File: src/rtl/mult_share_pkg.sv
// Shared types and the round-robin pick used by the multiplier-sharing arbiter.
// rr_pick scans a fixed-width request vector so any requester count up to RR_MAX fits.
package mult_share_pkg;

  typedef enum logic [1:0] {
    IDLE = 2'd0,
    CALC = 2'd1,
    RESP = 2'd2
  } ms_state_t;

  localparam int unsigned RR_MAX = 64;
  localparam int unsigned RR_IW  = $clog2(RR_MAX);

  // First set bit of valid at or after ptr, wrapping at nreq; 0 when nothing is set.
  function automatic int unsigned rr_pick(input logic [RR_MAX-1:0] valid,
                                          input int unsigned       ptr,
                                          input int unsigned       nreq);
    int unsigned idx;
    int unsigned pick;
    logic        found;
    pick  = 0;
    found = 1'b0;
    for (int unsigned i = 0; i < RR_MAX; i++) begin
      idx = ptr + i;
      if (idx >= nreq) idx = idx - nreq;
      if (!found && (i < nreq) && valid[idx[RR_IW-1:0]]) begin
        pick  = idx;
        found = 1'b1;
      end
    end
    return pick;
  endfunction

endpackage

File: src/rtl/NxN_multiplier.sv
// Purely combinational unsigned N x N multiplier producing the full 2N-bit product.
// No state, no handshake: the product follows the operands in the same cycle.
module NxN_multiplier #(
  parameter int N = 4
) (
  input  logic [N-1:0]   multiplicand,
  input  logic [N-1:0]   multiplier,
  output logic [2*N-1:0] product
);

  localparam int PW = 2 * N;

  assign product = PW'(multiplicand) * PW'(multiplier);

endmodule

File: src/rtl/mult_share_arbiter.sv
// Round-robin shares one combinational multiplier among R requesters; result two cycles after accept.
// While a response is held (rsp_ready low) no new request is accepted and req_ready stays zero.
module mult_share_arbiter
  import mult_share_pkg::*;
#(
  parameter  int N   = 4,
  parameter  int R   = 4,
  localparam int IDW = $clog2(R)
) (
  input  logic                clk,
  input  logic                rst_n,
  input  logic [R-1:0]        req_valid,
  input  logic [R-1:0][N-1:0] req_a,
  input  logic [R-1:0][N-1:0] req_b,
  output logic [R-1:0]        req_ready,
  output logic                rsp_valid,
  input  logic                rsp_ready,
  output logic [2*N-1:0]      rsp_product,
  output logic [IDW-1:0]      rsp_id
);

  ms_state_t        state_q, state_d;
  logic [IDW-1:0]   rr_ptr_q, rr_ptr_d;
  logic [IDW-1:0]   id_q, id_d;
  logic [N-1:0]     op_a_q, op_a_d;
  logic [N-1:0]     op_b_q, op_b_d;
  logic [2*N-1:0]   prod_q, prod_d;
  logic [2*N-1:0]   product;
  logic [IDW-1:0]   gnt;
  logic             any_vld;
  logic             accept;

  assign any_vld = |req_valid;
  assign gnt     = IDW'(rr_pick(RR_MAX'(req_valid), 32'(rr_ptr_q), 32'(R)));

  always_comb begin
    req_ready = '0;
    if ((state_q == IDLE) && any_vld) req_ready[gnt] = 1'b1;
  end

  assign accept = |(req_valid & req_ready);

  // Operands come only from the captured registers, so requesters may change inputs after accept.
  NxN_multiplier #(
    .N(N)
  ) u_mult (
    .multiplicand(op_a_q),
    .multiplier  (op_b_q),
    .product     (product)
  );

  always_comb begin
    state_d  = state_q;
    rr_ptr_d = rr_ptr_q;
    id_d     = id_q;
    op_a_d   = op_a_q;
    op_b_d   = op_b_q;
    prod_d   = prod_q;
    unique case (state_q)
      IDLE: begin
        if (accept) begin
          state_d  = CALC;
          op_a_d   = req_a[gnt];
          op_b_d   = req_b[gnt];
          id_d     = gnt;
          rr_ptr_d = (gnt == IDW'(R - 1)) ? '0 : gnt + IDW'(1);
        end
      end
      CALC: begin
        state_d = RESP;
        prod_d  = product;
      end
      RESP: begin
        if (rsp_ready) state_d = IDLE;
      end
      default: state_d = IDLE;
    endcase
  end

  always_ff @(posedge clk or negedge rst_n) begin
    if (!rst_n) begin
      state_q  <= IDLE;
      rr_ptr_q <= '0;
      id_q     <= '0;
      op_a_q   <= '0;
      op_b_q   <= '0;
      prod_q   <= '0;
    end else begin
      state_q  <= state_d;
      rr_ptr_q <= rr_ptr_d;
      id_q     <= id_d;
      op_a_q   <= op_a_d;
      op_b_q   <= op_b_d;
      prod_q   <= prod_d;
    end
  end

  assign rsp_valid   = (state_q == RESP);
  assign rsp_product = prod_q;
  assign rsp_id      = id_q;

endmodule

File: config.mk
export PLATFORM = sky130hd
export DESIGN_NAME = mult_share_arbiter
export DESIGN_NICKNAME = d
export VERILOG_FILES = /design/src/rtl/mult_share_pkg.sv /design/src/rtl/NxN_multiplier.sv /design/src/rtl/mult_share_arbiter.sv
export SDC_FILE = /design/constraint.sdc
export NUM_CORES = 1
export LEC_CHECK = 0
export BUFFER_PORTS_ARGS = -buffer_cell sky130_fd_sc_hd__buf_4
export CAP_MARGIN = 20
export CORE_MARGIN = 5
export CORE_UTILIZATION = 35
export DETAILED_ROUTE_END_ITERATION = 7
export GPL_ROUTABILITY_DRIVEN = 0
export PLACE_DENSITY = 0.64
export SYNTH_ARGS = -nofsm -noshare
export SYNTH_HDL_FRONTEND = slang
export SYNTH_HIERARCHICAL = 1
export SYNTH_SLANG_ARGS = --single-unit
File: constraint.sdc
create_clock -name clk -period 4.5 [get_ports clk]
set_input_delay 0.225 -clock clk [delete_from_list [all_inputs] [get_ports clk]]
set_output_delay 0.225 -clock clk [all_outputs]
set_load 0.02 [all_outputs]
==> summary.txt <==
via count -> 1441
clk root buf -> clkbuf_8
post-DR wirelength/cell -> 12.78 um
Yosys cell types -> 41
post-route cell area -> 2449 um2
drt first pass iters -> 4
Most Frequent Cell on Critical Path -> ha_1
sink of the worst hold path -> state_q[1]
Gates resized, CTS repair -> 0
Synth warnings -> 6
number of vias per cell -> 4.868
Area after DPL -> 2384 um2
Seq/Total Area, Yosys -> 28.93%
Worst Hold Class -> in -> reg
ANT nets after route -> 0
status -> finished clean
CTS clk-pin slew, worst paths -> 0.08 ns
Post-synth EDFFs -> 0
post-CTS setup buffers -> 0
core area -> 5205 um2
Final Cycle Share -> 81.09%
Post-synth top cells -> 26 x mux2i_1, 22 x dfrtp_1, 17 x ha_1
count of pins over their slew limit -> 0
clock latency on the worst-skew pair -> 0.26 ns
WL final -> 3784 um
antenna violations before repair -> 0
hold path cells -> 2
clock tree buffer depth -> 2
H-tree depth -> 1
1st-iter DRT viols -> 40
Peak VDD IR -> 0.0004352 V
share of layout cells above drive strength 1 -> 39.38%
Slew headroom -> 67.22%
die height -> 83.74 um
GR Util All Layers -> 11.41%
Slowest cell on crit path -> a311oi_4
cts bufs inserted -> 3
Synth area leader -> dfrtp_1
Final Hold Fails -> 0
CTS tree -> built
vias in the first global route -> 1530
WP data required -> 4.65 ns
largest net degree at the start of global routing -> 23
Area Growth Syn to Fin -> 28.67%
Syn Nets -> 230
hold_sp -> rsp_ready
Core Util, Final -> 47.04%
Mapped Cells -> 170
Mapped Area -> 1903 um2
final setup fails -> 0
critical path arrival -> 3.80 ns
Initial Util -> 36.56%
post-synthesis register bit count -> 22
top cells by area, synth -> dfrtp_1 29%, mux2i_1 14%, ha_1 11%
Die ar. -> 7012 um2
worst path cell trace -> inv_1, ha_1, mux4_2, and2_4, a211oi_1, nor3_2, inv_2, ha_1, a21oi_1, a311oi_4, buf_4, mux2_2
dpl cells -> 291
Worst Setup Start Kind -> flip-flop
Crit. End Element -> flip-flop
io pins -> 54
Residual DRC -> 0
Clock Skews -> 0.003630 ns
ys flop type -> dfrtp_1
ys async rst share -> 100.0%
Setup CP Type -> reg -> reg
Mapped Avg Cell Area -> 11.19 um2
RSZ-0062 raised after global routing -> false
Synth top area share -> 28.93%
slowest stage delay, CP -> 0.52 ns
CTS sink count -> 22
Reg2Reg Setup Slack -> 0.85 ns
FF-to-FF End -> op_b_q[3]
max-capacitance violation count -> 0
layout net count -> 287
pwr dens -> 873.0 nW/um2
CTS Hold Bufs -> 1
worst slew pin tran -> 0.4916 ns
total power draw -> 2.138 mW
die width -> 83.74 um
first-pass GRT wire length -> 6775 um
Peak Freq -> 274.0 MHz
Pleak -> 1.255 nW
r2r startpoint -> rr_ptr_q[0]
Min Clock Period, post-route -> 3.649 ns
# diodes -> 0
setup_tns -> 0 ns
Crit Path Max Fanout -> 8
r2r worst-path depth -> 12
total gr overflow -> 0
FP Rows -> 26
Final Non-Filler Cells -> 296
IO Port Bufs -> 53
most common cell in the netlist -> mux2i_1
hpwl dp -> 3217 um
-- logic make-up after synthesis --
logic type	share of synthesized area, %
simple gates	12.29
mux	28.86
flops	28.93
buf+inv	4.010
compound gates	9.138
xor+xnor	1.381
fa+ha+maj	15.38
-- metrics by stage --
step	worst slack, ns	hold WS (ns)
2_1_floorplan	1.129	-0.07059
3_3_place_gp	0.9894	0.1278
3_5_place_dp	0.8827	0.1251
4_1_cts	0.8706	0.1429
5_1_grt	0.6371	0.1551
6_report	0.8508	0.1467
-- sequential cells by signal, summed over array words and instances (netlist names) --
name         count
rsp_product      8
op_a_q           4
op_b_q           4
rr_ptr_q         2
rsp_id           2
state_q          2
-- worst max path at each step --
stage	depth (start not counted)	endpoint	slack, ns	start
after detailed placement	12	op_b_q[3]	0.88	rr_ptr_q[0]
final	12	op_b_q[3]	0.85	rr_ptr_q[0]
after global placement	12	op_b_q[3]	0.99	rr_ptr_q[0]
after global routing	12	op_b_q[3]	0.64	rr_ptr_q[0]
after floorplan	13	op_a_q[0]	1.13	rr_ptr_q[0]
after CTS	12	op_b_q[3]	0.87	rr_ptr_q[0]
-- layout make-up --
| cell class | count | area [um2] |
|---|---|---|
| Fill cell | 504 | 2756 |
| Multi-Input combinational cell | 133 | 1287 |
| Sequential cell | 22 | 550.5 |
| Timing Repair Buffer | 57 | 430.4 |
| Tap cell | 70 | 87.58 |
| Clock buffer | 4 | 55.05 |
| Inverter | 10 | 37.54 |
-- worst max-delay path: cells and delay by family (launching register included) --
kind | cells | cell delay [ns]
flops | 1 | 0.51
mux | 2 | 0.68
compound gates | 3 | 0.91
fa+ha+maj | 2 | 0.64
simple gates | 2 | 0.26
buf+inv | 3 | 0.54
-- per-layer routing --
| metal | vias up | track usage [%] | routed length, um |
|---|---|---|---|
| li1 | 724 | - | - |
| met1 | 662 | 15.90 | 1764 |
| met2 | 53 | 17.28 | 1642 |
| met3 | 2 | 3.159 | 354 |
| met4 | 0 | 3.070 | 23 |
| met5 | - | 0 | 0 |
-- report_power, final --
group | internal (mW) | total [mW] | switching, mW
registers | 0.303 | 0.401 | 0.0977
logic | 0.825 | 1.60 | 0.772
clock network | 0.0779 | 0.139 | 0.0613
-- cells in the final DEF (no fill, tap or decap), types with 6 or more instances in the layout --
cell type / count
and2_1: 13
buf_4: 56
dfrtp_1: 22
ha_1: 17
inv_1: 8
mux2_2: 11
mux2_4: 8
mux2i_1: 26
nand2_1: 6
nor2_1: 7
Power figures use the tool's default switching activity.
